`src/rtl/parking_gate_ctrl.sv`:
```
// Parking gate sequencer: decodes the two photo-sensors into single-cycle enter/exit pulses
// for the occupancy counter, drives the entry gate, and flags aborted or illegal passages.
module parking_gate_ctrl #(
    parameter  int TIMEOUT = 1000,
    localparam int TW      = $clog2(TIMEOUT + 1)
) (
    input  logic i_clk,
    input  logic i_rst_n,
    input  logic i_a,
    input  logic i_b,
    input  logic i_full,
    input  logic i_empty,
    output logic o_cen,
    output logic o_cex,
    output logic o_err,
    output logic o_gate_open,
    output logic o_busy
);

    typedef enum logic [2:0] {
        S_IDLE,
        S_E1,
        S_E2,
        S_E3,
        S_X1,
        S_X2,
        S_X3,
        S_WAIT_CLR
    } state_t;

    state_t          r_state;
    state_t          w_step_next;
    state_t          w_state_next;
    logic            r_a_meta;
    logic            r_a_s;
    logic            r_b_meta;
    logic            r_b_s;
    logic [TW-1:0]   r_timer;
    logic [1:0]      w_pat;
    logic            w_enter_done;
    logic            w_exit_done;
    logic            w_illegal;
    logic            w_timeout;
    logic            w_cen_d;
    logic            w_cex_d;
    logic            w_err_d;

    always_ff @(posedge i_clk or negedge i_rst_n) begin
        if (!i_rst_n) begin
            r_a_meta <= 1'b0;
            r_a_s    <= 1'b0;
            r_b_meta <= 1'b0;
            r_b_s    <= 1'b0;
        end else begin
            r_a_meta <= i_a;
            r_a_s    <= r_a_meta;
            r_b_meta <= i_b;
            r_b_s    <= r_b_meta;
        end
    end

    assign w_pat = {r_a_s, r_b_s};

    always_ff @(posedge i_clk or negedge i_rst_n) begin
        if (!i_rst_n) begin
            r_state <= S_IDLE;
        end else begin
            r_state <= w_state_next;
        end
    end

    // Stall timer only runs while a passage is in progress and the state holds.
    always_ff @(posedge i_clk or negedge i_rst_n) begin
        if (!i_rst_n) begin
            r_timer <= '0;
        end else if ((w_state_next != r_state) || (r_state == S_IDLE) || (r_state == S_WAIT_CLR)) begin
            r_timer <= '0;
        end else if (r_timer != '1) begin
            r_timer <= r_timer + 1'b1;
        end
    end

    always_comb begin
        w_step_next  = r_state;
        w_enter_done = 1'b0;
        w_exit_done  = 1'b0;
        w_illegal    = 1'b0;
        case (r_state)
            S_IDLE: begin
                case (w_pat)
                    2'b00:   w_step_next = S_IDLE;
                    2'b10:   w_step_next = S_E1;
                    2'b01:   w_step_next = S_X1;
                    default: begin w_step_next = S_WAIT_CLR; w_illegal = 1'b1; end
                endcase
            end
            S_E1: begin
                case (w_pat)
                    2'b10:   w_step_next = S_E1;
                    2'b11:   w_step_next = S_E2;
                    2'b00:   w_step_next = S_IDLE;
                    default: begin w_step_next = S_WAIT_CLR; w_illegal = 1'b1; end
                endcase
            end
            S_E2: begin
                case (w_pat)
                    2'b11:   w_step_next = S_E2;
                    2'b01:   w_step_next = S_E3;
                    2'b10:   w_step_next = S_E1;
                    default: begin w_step_next = S_WAIT_CLR; w_illegal = 1'b1; end
                endcase
            end
            S_E3: begin
                case (w_pat)
                    2'b01:   w_step_next = S_E3;
                    2'b00:   begin w_step_next = S_IDLE; w_enter_done = 1'b1; end
                    2'b11:   w_step_next = S_E2;
                    default: begin w_step_next = S_WAIT_CLR; w_illegal = 1'b1; end
                endcase
            end
            S_X1: begin
                case (w_pat)
                    2'b01:   w_step_next = S_X1;
                    2'b11:   w_step_next = S_X2;
                    2'b00:   w_step_next = S_IDLE;
                    default: begin w_step_next = S_WAIT_CLR; w_illegal = 1'b1; end
                endcase
            end
            S_X2: begin
                case (w_pat)
                    2'b11:   w_step_next = S_X2;
                    2'b10:   w_step_next = S_X3;
                    2'b01:   w_step_next = S_X1;
                    default: begin w_step_next = S_WAIT_CLR; w_illegal = 1'b1; end
                endcase
            end
            S_X3: begin
                case (w_pat)
                    2'b10:   w_step_next = S_X3;
                    2'b00:   begin w_step_next = S_IDLE; w_exit_done = 1'b1; end
                    2'b11:   w_step_next = S_X2;
                    default: begin w_step_next = S_WAIT_CLR; w_illegal = 1'b1; end
                endcase
            end
            S_WAIT_CLR: begin
                w_step_next = (w_pat == 2'b00) ? S_IDLE : S_WAIT_CLR;
            end
            default: begin
                w_step_next = S_WAIT_CLR;
                w_illegal   = 1'b1;
            end
        endcase

        // A stalled passage is abandoned only when the sensors give no other move this cycle.
        w_timeout = (r_state != S_IDLE) && (r_state != S_WAIT_CLR) &&
                    (w_step_next == r_state) && (r_timer == TW'(TIMEOUT - 1));
        w_state_next = w_timeout ? S_WAIT_CLR : w_step_next;
    end

    always_comb begin
        w_cen_d = w_enter_done && !i_full;
        w_cex_d = w_exit_done && !i_empty;
        w_err_d = w_illegal || w_timeout ||
                  (w_enter_done && i_full) || (w_exit_done && i_empty);
    end

    always_ff @(posedge i_clk or negedge i_rst_n) begin
        if (!i_rst_n) begin
            o_cen       <= 1'b0;
            o_cex       <= 1'b0;
            o_err       <= 1'b0;
            o_gate_open <= 1'b1;
        end else begin
            o_cen       <= w_cen_d;
            o_cex       <= w_cex_d;
            o_err       <= w_err_d;
            o_gate_open <= ~i_full;
        end
    end

    assign o_busy = (r_state != S_IDLE);

endmodule

```
`config.mk`:
```
export PLATFORM = sky130hd
export DESIGN_NAME = parking_gate_ctrl
export DESIGN_NICKNAME = d
export VERILOG_FILES = /design/src/rtl/parking_gate_ctrl.sv
export SDC_FILE = /design/constraint.sdc
export NUM_CORES = 1
export LEC_CHECK = 0
export ABC_AREA = 1
export BUFFER_PORTS_ARGS = -buffer_cell sky130_fd_sc_hd__buf_2
export CAP_MARGIN = 0
export CORE_MARGIN = 4
export CORE_UTILIZATION = 50
export CTS_CLUSTER_SIZE = 40
export DETAILED_ROUTE_END_ITERATION = 10
export PLACE_DENSITY = 0.8
export SLEW_MARGIN = 20
export SYNTH_ARGS = -nofsm -noshare
export SYNTH_HDL_FRONTEND = slang
export SYNTH_SLANG_ARGS = --single-unit
```
`constraint.sdc`:
```
create_clock -name i_clk -period 3 [get_ports i_clk]
set_clock_uncertainty 0.15 [all_clocks]
set_input_delay 0.3 -clock i_clk [delete_from_list [all_inputs] [get_ports i_clk]]
set_output_delay 0.3 -clock i_clk [all_outputs]
set_load 0.05 [all_outputs]
```
# Yosys cells after proc, flatten, opt, wreduce, memory -nomap -nowiden
# Index checks and enable logic that the tools add are counted.
# totals
regBits,21
input_bits,6
out_inout_bits,5
elab_cells,72
# op_classes
addsub,1
n_eq_ne,15
n_mux,20
n_bitwise,1
n_reduce_logical,25
# op_table
cell,count
$pmux W3 S3,6
$pmux W3 S8,1
$mux W10,2
$eq A3 B3 Y1 const B,4
$reduce_or A3 Y1,4
$add A10 B1 Y10 const B,1
$eq A10 B10 Y1 const B,1
$ne A10 B10 Y1 const B,1
$logic_and A1 B1 Y1,7
$mux W1,7
$eq A3 B2 Y1 const B,2
$mux W3,2
$pmux W2 S3,1
$reduce_or A2 Y1,3
$logic_or A1 B1 Y1,5
$eq A2 B2 Y1 const B,2
$pmux W1 S4,1
$eq A3 B1 Y1 const B,1
$eq A3 B3 Y1,1
$logic_not A3 Y1,1
$ne A3 B3 Y1,1
$ne A3 B3 Y1 const B,1
$reduce_bool A3 Y1,1
$eq A2 B1 Y1 const B,1
other kinds (4),5

# Logic depth before layout (Yosys ltp)
# logic_depth
ltp_word,11
mapped_depth,17

# Worst setup path before layout
# Ideal clock, no wire load.
# synth_timing
kind,reg2reg
from,reg r_state[1]
to,reg r_timer[8]
setup_ns,0.126
arrival_time_ns,1.797
setup_slack_ns,0.927
stages_incl_launch_ff,15
path_cell_list,dfrtp_1 -> buf_6 -> nor2_4 -> nand2_4 -> inv_2 -> nand2_2 -> or2_4 -> nand3_1 -> nand2_1 -> nor2_4 -> nand2_4 -> nand2_1 -> nand2_2 -> nand2_8 -> nor3_2
# synth_via
word_cells_on_any_way,21
cone_classes,eq/ne (10); mux (3); reduce/logical (8)
# synth_lines
element,line,rtl
start: declaration,31,state_t r_state;
start signal: assignment,68,r_state <= w_state_next;
$reduce_bool A3 Y1 (*),--,
via o_busy,17,output logic o_busy
$logic_and A1 B1 Y1 (*) (2 in a row),155,w_timeout = (r_state != S_IDLE) && (r_state != S_WAIT_CLR) &&
$logic_and A1 B1 Y1 (*),156,(w_step_next == r_state) && (r_timer == TW'(TIMEOUT - 1));
$mux W3 (*),157,w_state_next = w_timeout ? S_WAIT_CLR : w_step_next;
via w_state_next[1],33,state_t w_state_next;
$ne A3 B3 Y1 (*),76,end else if ((w_state_next != r_state) || (r_state == S_IDLE) || (r_state == S_WAIT_CLR)) begin
$logic_or A1 B1 Y1 (*) (2 in a row),76,
$mux W10 or $reduce_bool A2 Y1 (tied branches),--,
end signal: assignment,79,r_timer <= r_timer + 1'b1;
end: declaration,38,logic [TW-1:0] r_timer;
# The timed path passes the listed nets; every way through them passes the cells marked *.
# A chain may end at the register's enable or synchronous reset.

# Worst setup path in the final report
# layout_timing
from,reg r_a_s
to,reg r_timer[3]
# layout_via
elab_chain_cells,11
word_cells_on_any_way,22
cone_classes,eq/ne (5); mux (11); reduce/logical (6)
# layout_rtl
element,line,rtl
start: declaration,35,logic r_a_s;
start signal: assignment,56,r_a_s <= r_a_meta;
$eq A2 B2 Y1 (tied with other cells),--,
$pmux W3 S3 (tied with other cells),138,case (w_pat)
$pmux W3 S8 (*),88,case (r_state)
$eq A3 B3 Y1,156,
$logic_and A1 B1 Y1,155,
$logic_and A1 B1 Y1,156,
$mux W3 (*),157,
via w_state_next[2],33,
$ne A3 B3 Y1 (*),76,
$logic_or A1 B1 Y1 (*) (2 in a row),76,
$mux W10 or $reduce_bool A2 Y1 (tied branches),--,
# Marks and branches as above.

==> impl_metrics.env <==
export IMPL_yosysSeqAreaShare_pct=36.0
export IMPL_synthTopCellsByCount="nand2_1 (33), nand3_1 (21), dfrtp_1 (20), inv_1 (16), nor2_1 (12)"
export IMPL_die_h_um=62.1
export IMPL_antenna_cells=0
export IMPL_clkPwrFrac_pct=9.6
export IMPL_synth_nets=191
export IMPL_postCtsSetupRepairBufs=0
export IMPL_drtIter0Drc=48
export IMPL_wire_per_inst_um=12.0
export IMPL_clk_pin_slew_ns=0.11
export IMPL_cts_buffers=3
export IMPL_synth_seq_cells=21
export IMPL_root_buffer="clkbuf_4"
export IMPL_switching_share_pct=55.5
export IMPL_power_leakage_nw=0.766
export IMPL_drv_slew=0
export IMPL_status="finished clean"
export IMPL_netlist_area_um2=1460
export IMPL_critPathArrivalTime_ns=2.46
export IMPL_routed_via_density=5.22
export IMPL_grt_overflow_total=0
export IMPL_clock_latency_ns=0.30
export IMPL_synthFlopType="dfrtp_1"
export IMPL_rsz0062_at_grt="false"
export IMPL_grt_pass1_vias=1037
export IMPL_worstSetupEndpointType="flop"
export IMPL_rrSetupSlack_ns=0.61
export IMPL_cts_resized=0
export IMPL_power_density_nw_per_um2=871
export IMPL_design_area_um2=1590
export IMPL_gp_congestion=0.871
export IMPL_drive_above_1_share_pct=26.6
export IMPL_seq_power_share_pct=28.6
export IMPL_synth_top_area_share_pct=34.2
export IMPL_synth_top_area_cell="dfrtp_1"
export IMPL_cellInternalPower_w=0.000617
export IMPL_yosysUniqueCellTypes=30
export IMPL_postRouteWirelength_um=2670
export IMPL_die_area_um2=3850
export IMPL_synth_area_leaders="dfrtp_1 (34%), nand2_1 (8.5%), nor3_2 (7.5%)"
export IMPL_ant_nets=0
export IMPL_max_slew_margin_pct=69.1
export IMPL_drt_pass1_iterations=4
export IMPL_port_buffers=10
export IMPL_tns_ns=0
export IMPL_grt_pass1_wl_um=4520
export IMPL_postPlaceCellArea_um2=1520
export IMPL_grtUsageTotal_pct=15.8
export IMPL_cts_hold_buf=4
export IMPL_grt_max_degree=22
export IMPL_dr_total_vias=1164
export IMPL_total_power_w=0.00139
export IMPL_htree_num_levels=1
export IMPL_switching_power_w=0.000768
export IMPL_final_nets=207
export IMPL_final_hold_violation_count=0
export IMPL_antenna_found_initial=0
export IMPL_holdCritPathClass="input port to flop"
export IMPL_peakVddDrop_mv=0.596
export IMPL_drc=0
export IMPL_cts_tree="yes"
export IMPL_core_area_um2=2780
export IMPL_synth_cells=177
export IMPL_fin_util_pct=57.2
export IMPL_fmax_mhz=418
export IMPL_area_growth_pct=8.82
export IMPL_critPathKind="flop to flop"
export IMPL_worst_pin_slew_ns=0.464
export IMPL_drv_cap=0
export IMPL_row_count=19
export IMPL_async_reset_ff_share_pct=100
export IMPL_clockBufferDepth=2
export IMPL_synth_edff_count=0
export IMPL_die_w_um=62.1
export IMPL_path_max_fanout=10
export IMPL_clock_sinks=21
export IMPL_setup_viol=0
export IMPL_start_util_pct=52.5
export IMPL_min_period_ns=2.39
export IMPL_hpwlAfterDp_um=2010
export IMPL_synth_most_common_cell="nand2_1"
export IMPL_ys_warn_count=0
export IMPL_cp_start_kind="flop"
export IMPL_io_pins=11
export IMPL_comb_power_share_pct=61.8
export IMPL_avgSynthCellArea_um2=8.26
export IMPL_cp_required_ns=3.07
export IMPL_fin_crit_sh_pct=79.7
export IMPL_fin_hold_ws_ns=0.0289
==> critical path, stage by stage, from the launching register on <==
cell and delay (ns):
dfrtp_1 0.44, inv_1 0.10, ha_1 0.27, inv_1 0.18
nand2_1 0.08, nand3_1 0.08, nand2_1 0.05, nor2_1 0.08
nand2_1 0.08, nand2_1 0.08, nand2_1 0.06, nand2_2 0.11
nor2_4 0.05, nand2_4 0.06, nand2_2 0.07, nand2_2 0.08
nand2_4 0.12, nor3_2 0.18
==> through the flow <==
step,instances,setup WS [ns]
finish,223,0.609
global route,223,0.358
CTS,223,0.608
detailed placement,215,0.629
global placement,215,0.651
floorplan,177,0.927
==> registers in the layout, indices dropped and copies added, names as in the netlist <==
name         count
o_gate_open      1
r_b_s            1
r_b_meta         1
o_cen            1
o_err            1
r_state          3
r_a_s            1
o_cex            1
r_a_meta         1
r_timer         10
==> per-layer routing <==
| metal | global-route usage, % | part of all wire (%) | vias up | routed length [µm] |
|---|---|---|---|---|
| li1 | - | - | 609 | - |
| met1 | 22.9 | 51 | 527 | 1350 |
| met2 | 24.0 | 45 | 24 | 1200 |
| met3 | 2.69 | 3.2 | 4 | 86 |
| met4 | 5.15 | 1.1 | 0 | 29 |
| met5 | 0 | 0 | - | 0 |
==> cell usage in the layout (no fill, tap or decap), types with 2 or more instances in the layout <==
cell / synthesis / routed
ha_1: 8 / 8
nor3_1: 5 / 5
buf_2: 1 / 10
nand2_1: 33 / 33
nor3_2: 11 / 11
xor2_1: 3 / 3
dlygate4sd3_1: 0 / 4
inv_1: 16 / 16
nor2_2: 3 / 3
a21oi_1: 2 / 2
nand2_2: 7 / 7
nand3_1: 21 / 21
nand2_4: 3 / 3
nor2_4: 3 / 3
inv_2: 5 / 5
nand4_1: 4 / 4
o21ai_0: 6 / 6
nor2_1: 12 / 12
clkbuf_4: 0 / 3
o21ai_1: 2 / 2
dfrtp_1: 20 / 20
==> final cells by class <==
class | instances | area (µm²)
fill | 249 | 1190
multi-input combinational | 132 | 828
sequential | 21 | 527
timing repair buffer | 14 | 90.1
inverter | 21 | 78.8
tap | 31 | 38.8
clock buffer | 3 | 22.5
clock inverter | 1 | 5.00
==> final timing paths <==
check                                   start                endpoint  cells after the start
setup / recovery              r_a_s$_DFF_PN0_  r_timer[3]$_DFFE_PN0P_                     17
hold / removal                        i_empty         o_cex$_DFF_PN0_                      2
setup reg to reg              r_a_s$_DFF_PN0_  r_timer[3]$_DFFE_PN0P_                     17
hold reg to reg            r_a_meta$_DFF_PN0_         r_a_s$_DFF_PN0_                      0
max in group asynchronous             i_rst_n   o_gate_open$_DFF_PN1_                      2
min in group asynchronous             i_rst_n  r_timer[8]$_DFFE_PN0P_                      2
==> power by group through the flow <==
stage          clock network, W  logic [W]  registers, W
4_1_cts                0.000140   0.000863      0.000397
2_1_floorplan                 0   0.000753      0.000382
6_report               0.000133   0.000856      0.000396
3_5_place_dp                  0   0.000857      0.000403
3_3_place_gp                  0   0.000852      0.000401
5_1_grt                0.000151   0.000947      0.000405
==> cells by family (layout without fill, tap and decap cells) <==
group / Yosys count / after routing / synth area share [%]
AO/OA/AOI/OAI: 13 / 13 / 5.05
multiplexers: 1 / 1 / 0.685
adder cells (fa/ha/maj): 8 / 8 / 6.85
flip-flops: 21 / 21 / 36.0
XOR/XNOR: 4 / 4 / 2.40
buffers and inverters: 24 / 39 / 7.28
AND/OR/NAND/NOR: 106 / 106 / 41.7
(Power assumes the default switching activity.)
